[config.mk]
export PLATFORM = sky130hd
export DESIGN_NAME = qcode_decoder
export DESIGN_NICKNAME = d
export VERILOG_FILES = /design/src/rtl/qcode_pkg.sv /design/src/rtl/qcode_div10.sv /design/src/rtl/qcode_decoder.sv
export SDC_FILE = /design/constraint.sdc
export NUM_CORES = 1
export LEC_CHECK = 0
export CORE_MARGIN = 2
export CORE_UTILIZATION = 46
export DETAILED_ROUTE_END_ITERATION = 10
export GPL_ROUTABILITY_DRIVEN = 0
export PLACE_DENSITY = 0.7
export SLEW_MARGIN = 20
export SYNTH_ARGS = -nofsm -noshare
export SYNTH_HDL_FRONTEND = slang
export SYNTH_SLANG_ARGS = --single-unit
[constraint.sdc]
create_clock -name clk -period 1.91 [get_ports clk]
set_clock_uncertainty 0.2 [all_clocks]
set_input_delay 0.2865 -clock clk [delete_from_list [all_inputs] [get_ports clk]]
set_output_delay 0.2865 -clock clk [all_outputs]
set_load 0.05 [all_outputs]
[src/rtl/qcode_pkg.sv]
// Shared constants and FSM state encoding for the DCQ (decimal-coded quaternary) blocks.
// DCQ words are used by the ALU, this decoder and a future encoder.
package qcode_pkg;

    localparam int DEC_BASE     = 10;
    localparam int RADIX        = 4;
    localparam int MAX_DIGIT    = 3;
    localparam int CARRY_WEIGHT = 16;

    typedef enum logic [1:0] {
        IDLE  = 2'd0,
        DIV   = 2'd1,
        CHECK = 2'd2,
        HOLD  = 2'd3
    } state_t;

endpackage

[src/rtl/qcode_div10.sv]
// Iterative divide-by-ten using repeated subtraction.
// After start, one subtraction per cycle; done is high once remainder < 10.
module qcode_div10 #(
    parameter int CODE_W = 7,
    parameter int CNT_W  = 4
) (
    input  logic              clk,
    input  logic              rst_n,
    input  logic              start,
    input  logic [CODE_W-1:0] dividend,
    output logic              done,
    output logic [CNT_W-1:0]  quotient,
    output logic [CODE_W-1:0] remainder
);
    import qcode_pkg::*;

    logic [CODE_W-1:0] r_rem;
    logic [CNT_W-1:0]  r_quo;
    logic              w_ge;

    assign w_ge = (r_rem >= CODE_W'(DEC_BASE));

    // Once the remainder drops below ten the registers stop changing on their own,
    // so no separate enable is needed.
    always_ff @(posedge clk or negedge rst_n) begin
        if (!rst_n) begin
            r_rem <= '0;
            r_quo <= '0;
        end else if (start) begin
            r_rem <= dividend;
            r_quo <= '0;
        end else if (w_ge) begin
            r_rem <= r_rem - CODE_W'(DEC_BASE);
            r_quo <= r_quo + 1'b1;
        end
    end

    assign done      = ~w_ge;
    assign quotient  = r_quo;
    assign remainder = r_rem;

endmodule

[src/rtl/qcode_decoder.sv]
// Sequential DCQ-to-binary decoder: {carry, tens*10+units} -> carry*16 + tens*4 + units.
// Illegal digits (>3) decode to zero with out_err set.
//
// state | meaning
// IDLE  | ready for a new word
// DIV   | divider splitting the code into tens and units
// CHECK | digit range check, result registered
// HOLD  | result held until out_ready
module qcode_decoder #(
    parameter int CODE_W = 7,
    parameter int BIN_W  = 5,
    parameter int CNT_W  = 4
) (
    input  logic              clk,
    input  logic              rst_n,
    input  logic              in_valid,
    output logic              in_ready,
    input  logic [CODE_W-1:0] in_code,
    input  logic              in_carry,
    output logic              out_valid,
    input  logic              out_ready,
    output logic [BIN_W-1:0]  out_bin,
    output logic              out_err,
    output logic              busy
);
    import qcode_pkg::*;

    state_t            r_state;
    state_t            w_next;
    logic              r_carry;
    logic              r_out_valid;
    logic              r_out_err;
    logic [BIN_W-1:0]  r_out_bin;
    logic              w_start;
    logic              w_load;
    logic              w_release;
    logic              w_done;
    logic              w_err;
    logic [CNT_W-1:0]  w_quo;
    logic [CODE_W-1:0] w_rem;

    qcode_div10 #(
        .CODE_W (CODE_W),
        .CNT_W  (CNT_W)
    ) u_div10 (
        .clk       (clk),
        .rst_n     (rst_n),
        .start     (w_start),
        .dividend  (in_code),
        .done      (w_done),
        .quotient  (w_quo),
        .remainder (w_rem)
    );

    assign w_err = (w_quo > CNT_W'(MAX_DIGIT)) | (w_rem > CODE_W'(MAX_DIGIT));

    always_ff @(posedge clk or negedge rst_n) begin
        if (!rst_n) begin
            r_state <= IDLE;
        end else begin
            r_state <= w_next;
        end
    end

    always_comb begin
        w_next    = r_state;
        w_start   = 1'b0;
        w_load    = 1'b0;
        w_release = 1'b0;
        case (r_state)
            IDLE: begin
                if (in_valid) begin
                    w_start = 1'b1;
                    w_next  = DIV;
                end
            end
            DIV: begin
                if (w_done) begin
                    w_next = CHECK;
                end
            end
            CHECK: begin
                w_load = 1'b1;
                w_next = HOLD;
            end
            HOLD: begin
                if (out_ready) begin
                    w_release = 1'b1;
                    w_next    = IDLE;
                end
            end
            default: w_next = IDLE;
        endcase
    end

    // Legal digits are 2 bits wide, so concatenation is the binary value directly.
    always_ff @(posedge clk or negedge rst_n) begin
        if (!rst_n) begin
            r_carry     <= 1'b0;
            r_out_valid <= 1'b0;
            r_out_err   <= 1'b0;
            r_out_bin   <= '0;
        end else begin
            if (w_start) begin
                r_carry <= in_carry;
            end
            if (w_load) begin
                r_out_bin   <= w_err ? '0 : BIN_W'({r_carry, w_quo[1:0], w_rem[1:0]});
                r_out_err   <= w_err;
                r_out_valid <= 1'b1;
            end else if (w_release) begin
                r_out_valid <= 1'b0;
            end
        end
    end

    assign in_ready  = (r_state == IDLE);
    assign busy      = (r_state != IDLE);
    assign out_valid = r_out_valid;
    assign out_bin   = r_out_bin;
    assign out_err   = r_out_err;

endmodule

After elaboration in Yosys (flattened, before gate mapping)
Cells that the tools add are included.
- logic and storage cells: 40
- flip-flop bits (word level): 21
- equal/unequal tests: 6
- $add $sub $neg: 2
- mux-type cells: 16
- reductions and logical operators: 5
- order comparisons: 3
- bitwise operators: 1
- operators by type and width (cell ; count):
    two-way mux 7 bit ; 2
    two-way mux 4 bit ; 2
    one-hot mux 2 bit (4 select lines) ; 1
    greater-or-equal comparator 7 x 4 -> 1 bit, second input constant ; 1
    greater-than comparator 7 x 2 -> 1 bit, second input constant ; 1
    two-way mux 1 bit ; 7
    subtractor 7 x 4 -> 7 bit, second input constant ; 1
    two-way mux 2 bit ; 3
    inequality test 2 bit, second input constant ; 3
    nonzero test 2 bit ; 3
    two-way mux 5 bit ; 1
    adder 4 x 1 -> 4 bit, second input constant ; 1
    equality test 2 bit, second input constant ; 2
    greater-than comparator 4 x 2 -> 1 bit, second input constant ; 1
    AND reduction 3 bit ; 1
    equality test 2 x 1 -> 1 bit, second input constant ; 1
    zero test 2 bit ; 1
    OR 1 bit ; 1

Logic depth before layout (Yosys ltp)
Gate-level depths: netlist of the first run.
- depth after elaboration: 4
- depth in mapped cells: 7
- gate-level depth less buffers: 6

Cells and area by module
From an unflattened synthesis of the first run, not the netlist that was laid out.
- cells, all modules: 111
- area, all modules: 1109.8 um2
- by module, submodules not included (module ; area each (um2) ; cells each ; times used):
    qcode_div10 ; 628.1 ; 62 ; 1
    qcode_decoder ; 481.7 ; 49 ; 1

Worst setup path before layout of the first run
OpenSTA, ideal clock, no wires.
- path type: reg2reg
- start point: reg r_state[0]
- end point: reg u_div10.r_quo[2], in the netlist u_div10.quotient[2]
- path slack: -0.191 ns
- setup time: 0.120 ns
- arrival time: 1.781 ns
- stages on the path, launching flop included: 7
- data required time: 1.590 ns
- path through: dfrtp_1 inv_1 ha_1 and2_1 clkbuf_1 nor2_1 a31o_2
- word-level cells in the longest chain between the ends: 3
- elaborated cells on any way between the ends: 4
- those cells by class: mux: 2; reduce/logical: 2
- RTL lines (what ; RTL line ; RTL):
    from (decl) ; qcode_decoder.sv:28 ; state_t r_state;
    from (signal assigned) ; qcode_decoder.sv:61 ; r_state <= w_next;
    zero test 2 bit * ; n/a ;
    named net in_ready ; qcode_decoder.sv:17 ; output logic in_ready,
    two-way mux 1 bit * ; qcode_decoder.sv:70 ; case (r_state)
    two-way mux 4 bit / nonzero test 2 bit (equally long branches) ; n/a ;
    to (signal assigned) ; qcode_div10.sv:34 ; r_quo <= r_quo + 1'b1;
    to (decl) ; qcode_div10.sv:18 ; logic [CNT_W-1:0] r_quo;
The timed path passes the listed nets; every way through them passes the cells marked *.
A chain may end at the register's enable or synchronous reset.

Worst setup path in the final report of the first run
- start point: reg u_div10.r_rem[2], in the netlist u_div10.remainder[2]
- end point: reg r_state[1]
- word-level cells in the longest chain between the ends: 3
- RTL lines (what ; RTL line ; RTL):
    from (decl) ; qcode_div10.sv:17 ; logic [CODE_W-1:0] r_rem;
    from (signal assigned) ; qcode_div10.sv:30 ; r_rem <= dividend;
    from (signal assigned) ; qcode_div10.sv:33 ; r_rem <= r_rem - CODE_W'(DEC_BASE);
    greater-or-equal comparator 7 x 4 -> 1 bit ; qcode_div10.sv:21 ; assign w_ge = (r_rem >= CODE_W'(DEC_BASE));
    inequality test 2 bit (no line) ; n/a ;
    AND reduction 3 bit (no line) ; n/a ;
Every way passes these cells.

==> summary.txt, run 1 <==
Route
  • Via count: around 890
  • Vias/cell: slightly above 5
  • Antenna Nets Post-Route: 0
  • DR iter-0 viols: 9
  • Drt total wl: 2.25 mm
  • Avg WL per Cell: 12.8 um
  • Drt drc: 0
  • First drt pass iteration count: 4

STA
  • Slew headroom: around four fifths
  • Tmin final: ~1.9 ns
  • Setup TNS: 0 ns
  • Final setup fails: 0
  • Smallest hold slack: 0.110 ns
  • Final hold violation count: 0
  • Final worst-path cycle share: a little over nine tenths
  • Final Max Tran Viols: 0
  • Fmax achieved: 0.533 GHz
  • Setup ws final: approximately 0.034 ns
  • Least-Margin Pin Slew: between 0.3 and 0.4 ns

Floorplan
  • Core ar.: approximately 2300 um^2
  • Die Area: around 2900 um^2
  • Die W: about 54 um
  • Rows: 17
  • Top-Level Pins: 21
  • Starting Density: about 50%
  • Die boundary height: 53.6 um

Place
  • Port bufs: 20
  • Placed cell count: about 170
  • Placed cell area: between 1000 and 1500 um^2
  • Dpl ws: just over 0.008 ns
  • Hpwl dp: about 1.7 mm

Critical path
  • Worst path depth: 6
  • Buf/Inv on CP: 1
  • Worst setup EP type: register
  • Crit Path Class: reg2reg
  • Slowest CP cell: dfrtp_1
  • Crit-path max cell delay: a little over 0.4 ns
  • Launch point of the worst reg-to-reg path: u_div10.remainder[2]$_DFFE_PN0P_
  • CP Launch Point: u_div10.remainder[2]$_DFFE_PN0P_
  • R2r setup slk: around 0.034 ns
  • CP max FO: 6
  • Startpoint Class: register
  • Top Family by Delay on Critical Path: flip-flops
  • Cells on worst reg2reg path: 6
  • Worst path arrival time: between 1.5 and 2 ns
  • Critical Path Sink: r_state[1]$_DFFE_PN0P_
  • Cell Chain, Critical Path: inv_1 -> ha_2 -> nand2b_4 -> nand3_4 -> a221oi_4 -> mux2_4
  • Worst reg2reg path endpoint: r_state[1]$_DFFE_PN0P_
  • CP required: ~1.9 ns

GRT
  • First-pass GRT wire length: ~3.7 mm
  • Number of global-route vias before repair: ~860
  • Gr ovfl total: 0
  • Gr usage total: 18.0%
  • Initial antenna violation count: 0
  • Largest net degree at the start of global routing: 22

Power and ir drop
  • Pwr Total: ~2.6 mW
  • Power Density: 1730 nW/um^2
  • Worst vdd ir: approximately 1.1 mV
  • Lkg Pwr: 0.671 nW

Clock network
  • Clk buf depth: 2
  • Number of buffers created by CTS: 3
  • H-tree depth: 1
  • CTS tree: done
  • Clk_lat worst skew: about 0.3 ns
  • Clock slew at reported path FFs: 0.12 ns
  • CTS Root Cell: clkbuf_4
  • Sink Count: 21

Logic synthesis
  • Synth Area in XOR/XNOR: around 3.9%
  • Post-synthesis cell area: around 1100 um^2
  • Synth async-reset ratio: 100%
  • Mux contribution to synthesized area: under 10%
  • Synthesis Warnings: 0
  • Post-synth top area share: approximately 46%
  • Top post-synthesis cells by area: dfrtp_1 (46%), ha_1 (7.7%), nand2_1 (6.0%)
  • Top_reg_cell synth: dfrtp_1
  • Synth Register Bits: 21
  • Synth Net Count: between 100 and 150
  • Compound-cell area share of the yosys netlist: 16.2%
  • Post-synthesis simple-gate area fraction: between 10% and 20%
  • Gate Count Post-Synth: between 100 and 150
  • Synth unique cells: 31
  • Register area share after synthesis: 46.5%
  • Syn Area/Cell: 9.84 um^2
  • Number of flops mapped to enable cells by yosys: 0
  • Main combinational cell family by area after synthesis: simple AND/OR/NAND/NOR gates
  • Post-Synth Adder-Cell Area: between 7 and 8%
  • Biggest area consumer among synthesized cells: dfrtp_1

Cells and area
  • Most common cell after layout, fill and taps aside: dfrtp_1
  • Antenna diode count: 0
  • Cell area after layout: ~1500 um^2
  • Most frequent cells in the layout: dfrtp_1 (21), nand2_1 (18), buf_4 (18), inv_1 (11), clkdlybuf4s50_1 (11)
  • Final core utilization: 65.5%
  • Layout cells sized above 1: 25.2%
  • Area growth syn-to-layout: 31.7%
  • Non-filler instance count after layout: around 180
  • Nets: 167

Status
  • Outcome: complete, no violations

Worst hold path
  • Hold crit path type: in2async

Flow run
  • Max-cap violations: 0
layout make-up:
| cell class | instances | area, um^2 |
|---|---|---|
| well taps | 28 | 35.0 |
| flip-flops and latches | 21 | 526 |
| repair buffers | 31 | 285 |
| inverters | 12 | 45.0 |
| clock inverters | 1 | 5.00 |
| clock buffers | 3 | 22.5 |
| fillers | 192 | 786 |
| multi-input cells | 79 | 572 |
flip-flops by register name, summed over array words and instances (netlist names):
register	count
out_bin	5
out_err	1
out_valid	1
r_carry	1
r_state	2
u_div10.quotient	4
u_div10.remainder	7
routing by layer:
metal / routed length, um / GRT usage, %
met1: 1080 / 24.3
met2: 1040 / 29.2
met3: 107 / 2.78
met4: 19 / 6.84
met5: 0 / 0
synth_stat cells, types with 2 or more instances:
| cell type | n |
|---|---|
| nor2_1 | 8 |
| ha_1 | 7 |
| a31oi_1 | 3 |
| inv_1 | 12 |
| a21oi_1 | 9 |
| nor3_1 | 2 |
| o21a_1 | 2 |
| xnor2_1 | 5 |
| a31o_2 | 2 |
| dfrtp_1 | 21 |
| nand2_1 | 18 |
| o22ai_1 | 5 |
| clkbuf_1 | 3 |
worst min-delay path by stage:
stage,startpoint,to,slack [ns],cells after the start
6_report,rst_n,u_div10.quotient[3]$_DFFE_PN0P_,0.11,2
5_1_grt,rst_n,out_bin[2]$_DFFE_PN0P_,0.14,2
4_1_cts,rst_n,out_bin[2]$_DFFE_PN0P_,0.11,2
3_5_place_dp,r_carry$_DFFE_PN0P_,r_carry$_DFFE_PN0P_,0.27,2
3_3_place_gp,r_carry$_DFFE_PN0P_,r_carry$_DFFE_PN0P_,0.26,2
2_1_floorplan,rst_n,out_bin[0]$_DFFE_PN0P_,-0.21,0
cell families after synthesis:
| group | Yosys count |
|---|---|
| AO/OA/AOI/OAI | 26 |
| AND/OR/NAND/NOR | 38 |
| XOR/XNOR | 5 |
| flip-flops | 21 |
| adder cells (fa/ha/maj) | 7 |
| buffers and inverters | 15 |
| multiplexers | 3 |
what timing repair did:
item,in CTS,in global routing
cloned,0,0
endpoints found under the setup margin,1,2
pin swaps,0,2
buffers inserted,0,4
resized for setup,1,3
hold buffers,0,0
power by group:
| part | internal, mW | switching [mW] |
|---|---|---|
| Sequential | 0.627 | 0.187 |
| Combinational | 0.766 | 0.788 |
| Clock | 0.0781 | 0.136 |
| Total | 1.47 | 1.11 |
(Power assumes the default switching activity.)
==> run 2: changes to the inputs <==
Settings changed: CORE_UTILIZATION 46 to 48, CTS_BUF_LIST from default to sky130_fd_sc_hd__clkbuf_2 sky130_fd_sc_hd__clkbuf_4 sky130_fd_sc_hd__clkbuf_8, PLACE_DENSITY 0.7 to 0.73.
==> run 2 against run 1 <==
- sequential share of layout area shrank 0.059 points
- global-route usage increased by 1.9 points
- sequential power about the same
- power up 0.79%
- final cell count rose by 0.57%
- die area down 3.8%
- combinational power barely moved
- register-to-register slack about the same
- flip-flop and latch count unchanged
- routed wire length is 7.2% higher
- first-iteration DRC count grew 11%
==> summary.txt, run 2 (synthesized netlist as in run 1, its figures left out) <==
Critical path
  • R2r setup slk: 0.03 ns (about the same)
  • Worst path arrival time: 1.89 ns (about the same)
  • Crit-path max cell delay: 0.46 ns (+0.05 ns)
  • Crit Path Class: reg2reg
  • Startpoint Class: register
  • Worst path depth: 4 (-2)
  • Cell Chain, Critical Path: nor3_4 -> nand3_4 -> a221oi_4 -> mux2_4
  • CP max FO: 6 (unchanged)
  • Worst reg2reg path endpoint: r_state[1]$_DFFE_PN0P_
  • Worst setup EP type: register
  • Critical Path Sink: r_state[1]$_DFFE_PN0P_
  • Cells on worst reg2reg path: 4 (-2)
  • Buf/Inv on CP: 0 (-1)
  • CP Launch Point: u_div10.remainder[6]$_DFFE_PN0P_
  • Top Family by Delay on Critical Path: simple AND/OR/NAND/NOR gates
  • Slowest CP cell: dfrtp_1
  • Launch point of the worst reg-to-reg path: u_div10.remainder[6]$_DFFE_PN0P_
  • CP required: 1.92 ns (about the same)

Cells and area
  • Multi-input gate area: 567 um^2 (-0.88%)
  • Area growth syn-to-layout: 32.0%
  • Most frequent cells in the layout: dfrtp_1 (21), buf_4 (19), nand2_1 (18), inv_1 (11), clkdlybuf4s50_1 (11)
  • Layout filler cell count: 180 (-6.3%)
  • Most common cell after layout, fill and taps aside: dfrtp_1
  • Antenna diode count: 0 (unchanged)
  • Max reg flops: 7 (unchanged)
  • Nets: 168 (+0.60%)
  • Layout cells sized above 1: 25.7% (+0.51 points)
  • Cell area after layout: 1490 um^2 (+0.17%)
  • Final core utilization: 67.5% (+2.0 points)
  • Reg area: 526 um^2 (unchanged)

Power and ir drop
  • Clock Power Share: 8.5% (+0.2 points)
  • Gate power share: 60.2% (about the same)
  • Lkg Pwr: 0.673 nW (+0.29%)
  • Power Density: 1740 nW/um^2 (+0.62%)
  • Internal Pwr Total: 1.47 mW (-0.24%)
  • Net switching power: 1.13 mW (+2.2%)
  • Sw Ratio: 43.6% (+0.58 points)
  • Reg power frac: 31.3% (-0.3 points)
  • Worst vdd ir: 0.975 mV (-14%)

STA
  • Tmin final: 1.88 ns (-0.000598 ns)
  • Final Max Tran Viols: 0 (unchanged)
  • Fmax achieved: 0.533 GHz (about the same)
  • Final hold violation count: 0 (unchanged)
  • Setup TNS: 0 ns (unchanged)
  • Setup ws final: 0.0343 ns (+0.000598 ns)
  • Final worst-path cycle share: 98.2% (about the same)
  • Final setup fails: 0 (unchanged)
  • Least-Margin Pin Slew: 0.347 ns (+0.0295 ns)
  • Slew headroom: 76.8% (-2.0 points)

Route
  • Drt drc: 0 (unchanged)
  • DR iter-0 viols: 10 (+1)
  • Vias/cell: 5.17 (+1.4%)
  • First drt pass iteration count: 4 (unchanged)
  • Antenna Nets Post-Route: 0 (unchanged)
  • Drt total wl: 2.41 mm (+7.2%)
  • Avg WL per Cell: 13.7 um (+6.6%)
  • Via count: 910 (+2.0%)

Place
  • Placed cell area: 1420 um^2 (+0.53%)
  • Hpwl dp: 1.73 mm (+2.9%)
  • Dpl ws: 0.0508 ns (+0.0425 ns)
  • Port bufs: 20 (unchanged)

GRT
  • Gr usage total: 19.9% (+1.9 points)
  • Number of global-route vias before repair: 936 (+9.2%)
  • First-pass GRT wire length: 4.05 mm (+8.5%)
  • Initial antenna violation count: 0 (unchanged)
  • Largest net degree at the start of global routing: 22 (unchanged)
  • Gr ovfl total: 0 (unchanged)

Floorplan
  • Rows: 17 (unchanged)
  • Die Area: 2760 um^2 (-3.8%)
  • Die boundary height: 52.5 um (-1.9%)
  • Top-Level Pins: 21 (unchanged)
  • Starting Density: 51.1% (+1.4 points)
  • Die W: 52.5 um (-1.9%)
  • Core ar.: 2210 um^2 (-2.8%)

Clock network
  • CTS Root Cell: clkbuf_4
  • Clk buf depth: 2 (unchanged)
  • Clock slew at reported path FFs: 0.13 ns (about the same)
  • Clk_lat worst skew: 0.31 ns (about the same)
  • Number of buffers created by CTS: 3 (unchanged)
  • CTS tree: done
  • Sink Count: 21 (unchanged)
  • H-tree depth: 1 (unchanged)

Worst hold path
  • Hold crit path type: in2async

Flow run
  • Max-cap violations: 0 (unchanged)

Status
  • Outcome: complete, no violations
[run 2: cell count changes in the layout (fill, tap and decap cells not counted), sizes merged]
cell	previous run	this run
buf	20	21
[run 2: routing by layer]
layer,wire length (um),up-vias,GRT usage (%),part of all wire [%]
met1,1140,437,24.6,47
met3,97,2,6.00,4.0
met4,12,0,3.85,0.50
met2,1160,14,34.2,48
met5,0,-,0,0
li1,-,457,-,-
[run 2: per-stage QoR]
step / std cells / hold slack [ns] / total power [mW]
after floorplan: 115 / -0.209 / 1.82
after global placement: 168 / 0.262 / 2.24
after detailed placement: 168 / 0.273 / 2.29
after CTS: 172 / 0.0959 / 2.52
after global routing: 176 / 0.134 / 2.81
final: 176 / 0.0955 / 2.60
[run 2: worst reg2reg max path, delay by kind of cell, from the launching register on]
| family | cells | cell delay [ns] |
|---|---|---|
| AO/OA/AOI/OAI | 1 | 0.30 |
| flip-flops | 1 | 0.46 |
| multiplexers | 1 | 0.32 |
| AND/OR/NAND/NOR | 2 | 0.50 |
[run 2: how the worst min path moves through the flow]
stage                                     start                endpoint  depth (start not counted)
after detailed placement    r_carry$_DFFE_PN0P_     r_carry$_DFFE_PN0P_                          2
after global routing                      rst_n  out_bin[4]$_DFFE_PN0P_                          2
after CTS                                 rst_n     r_carry$_DFFE_PN0P_                          2
final                                     rst_n     r_carry$_DFFE_PN0P_                          2
after floorplan                           rst_n  out_bin[0]$_DFFE_PN0P_                          0
after global placement    out_valid$_DFFE_PN0P_   out_valid$_DFFE_PN0P_                          1
[run 2: what timing repair did]
action / 4_1_cts / 5_1_grt
hold buffers: 0 / 0
setup buffers: 0 / 4
gates resized for setup: 0 / 3
endpoints found under the setup margin: 0 / 7
[run 2: cell type report]
class / instances / share of cell area, %
multi-input cells: 79 / 38.0
flip-flops and latches: 21 / 35.2
inverters: 12 / 3.02
well taps: 28 / 2.35
clock buffers: 3 / 1.51
repair buffers: 32 / 19.6
clock inverters: 1 / 0.335
[run 2: power by group through the flow]
stage / clock (mW) / sequential, mW / combinational (mW)
floorplan: 0 / 0.875 / 0.947
global placement: 0 / 0.815 / 1.42
detailed placement: 0 / 0.819 / 1.47
CTS: 0.232 / 0.812 / 1.48
global route: 0.242 / 0.839 / 1.73
finish: 0.222 / 0.815 / 1.57
==> RTL edit (config.mk and constraints of run 2) <==
`CODE_W` is set to 7 in 2 places; all go to 9.
--- a/src/rtl/qcode_div10.sv
+++ b/src/rtl/qcode_div10.sv
@@ -1,7 +1,7 @@
 // Iterative divide-by-ten using repeated subtraction.
 // After start, one subtraction per cycle; done is high once remainder < 10.
 module qcode_div10 #(
-    parameter int CODE_W = 7,
+    parameter int CODE_W = 9,
     parameter int CNT_W  = 4
 ) (
     input  logic              clk,
--- a/src/rtl/qcode_decoder.sv
+++ b/src/rtl/qcode_decoder.sv
@@ -7,7 +7,7 @@
 // CHECK | digit range check, result registered
 // HOLD  | result held until out_ready
 module qcode_decoder #(
-    parameter int CODE_W = 7,
+    parameter int CODE_W = 9,
     parameter int BIN_W  = 5,
     parameter int CNT_W  = 4
 ) (
Ports: changed (resized in_code); port bits go from 21 to 23. The function was not compared with the original's and may differ.
==> RTL edit against run 2 <==
The flow now finishes with violations (negative setup slack). Sequential power increased by 2.5%. Design area increased by 26%. Synthesized area increased by 8.3%. Hold slack worse by 0.53 ps. Worst setup slack got worse by 410 ps. Sequential cell count up 2. Power up 18%. Core utilization rose by 9.2 points. Die area is 7.6% higher. First-iteration DRC count rose to 2.5 times the old value. Wire length is 31% higher. Synthesized cell count up 4.3%. Cell count is 16% higher. Critical path type unchanged. Critical endpoint unchanged.
==> RTL edit: results (changes against run 2) <==
[outcome]
violations=negative setup slack
status=finished with violations

[synthesis]
syn_nets=141  ; +5.2%
postSynthAreaPerCell_um2=10.21  ; +3.8%
synth_common_cells=dfrtp_1, nand2_1, nor2_1
seq_area_frac_synth=0.4699  ; +0.005265
synth_ff_type=dfrtp_1
yosysUniqueCellTypes=32  ; +3.2%
synth_area_leaders=dfrtp_1, ha_1, nand2_1

[drt]
drt-initial-drc-count=25  ; +15
wl_met3_um=99  ; +2.1%
wl_met2_mm=1.619  ; +39%
wl_per_cell_um=15.46  ; +13%
wl_mm=3.153  ; +31%
vias_per_cell=5.368  ; +3.8%
wl_met1_mm=1.418  ; +25%

[sta]
tightestPinTransition_ps=414.8  ; +68.16 ps
worst_hold_slack_ps=95.01  ; -0.5289 ps
fin_ws_ps=-372.0  ; -406.3 ps
finalSetupViolCount=14  ; +14
fin_tns_setup_ps=-2146  ; -2146 ps

[final_layout]
final.fill_count=170  ; -5.6%
largest_reg_flops=9  ; +2
nets=196  ; +17%
multi_input_area_um2=737.0  ; +30%
multi_input_gates=86  ; +8.9%
inverters_excl_clock=7  ; -5
nonClkBufAreaFrac=0.2520  ; +0.05585
seq_area_um2=575.6  ; +9.5%
final-clk-cell-share=0.01463  ; -0.003813
seq_cells=23  ; +9.5%
layout-drive-gt1-share=0.4253  ; +0.1685
signal_buffers=54  ; +69%
syn2layout_area_growth_pct=53.63

[floorplan]
fp.dieW_um=54.52  ; +3.7%

[global_routing]
grt_max_degree=24  ; +9.1%
gr-usage-all-layers=0.2291  ; +0.03010
use_met3=0.02732  ; -0.03268
use_met1=0.2718  ; +0.02542
grt_pass1_vias=1106  ; +18%
met2_usage=0.4237  ; +0.08203

[placed_design]
io_buffers=22  ; +10%
place_ws_ps=-452.6  ; -503.4 ps
dp_cells=190  ; +13%
place_area_um2=1652  ; +16%
hpwl_mm=2.082  ; +21%

[critical_path]
cpMaxStageDelayCell=or4_4
startpoint=u_div10.remainder[5]$_DFFE_PN0P_
slowest_delay_ps=530  ; +70 ps
cp_max_fo=2  ; -4

[cts]
cts_root_buffer=clkbuf_4
cts_resized=11  ; +11
clockBufferDepth=2  ; unchanged
cts_setup_buffers=7  ; +7
htreeDepth=1  ; unchanged

[pwr]
peakVddDrop_uv=1427  ; +46%
leakage_nw=0.8532  ; +27%

## RTL edit: changes by cell type in the layout (fill, tap and decap cells not counted), moves of 5 or more
cell and delta:
buf_4 +17, xnor2_1 -5, o22ai_1 -5, inv_1 -8, a22o_1 +5
## RTL edit: cells by family (layout without fill, tap and decap cells)
kind of cell	after synthesis	count (layout)	share of synthesized area
buf+inv	11	65	0.04597
simple gates	45	45	0.1961
xor+xnor	2	2	0.01430
fa+ha+maj	7	7	0.07150
mux	3	3	0.02656
compound gates	29	29	0.1757
flops	23	23	0.4699
## RTL edit: worst reg2reg max path, stage by stage, from the launching register on
cell and delay (ps):
dfrtp_1 400, or4_4 530, or4_4 450, a221oi_4 270, mux2_4 320
## RTL edit: power breakdown
group | switching, mW | leakage (nW) | internal (mW) | total (mW)
Clock | 0.160 | 0.0177 | 0.0782 | 0.239
Combinational | 0.949 | 0.557 | 1.04 | 1.99
Sequential | 0.164 | 0.279 | 0.671 | 0.835
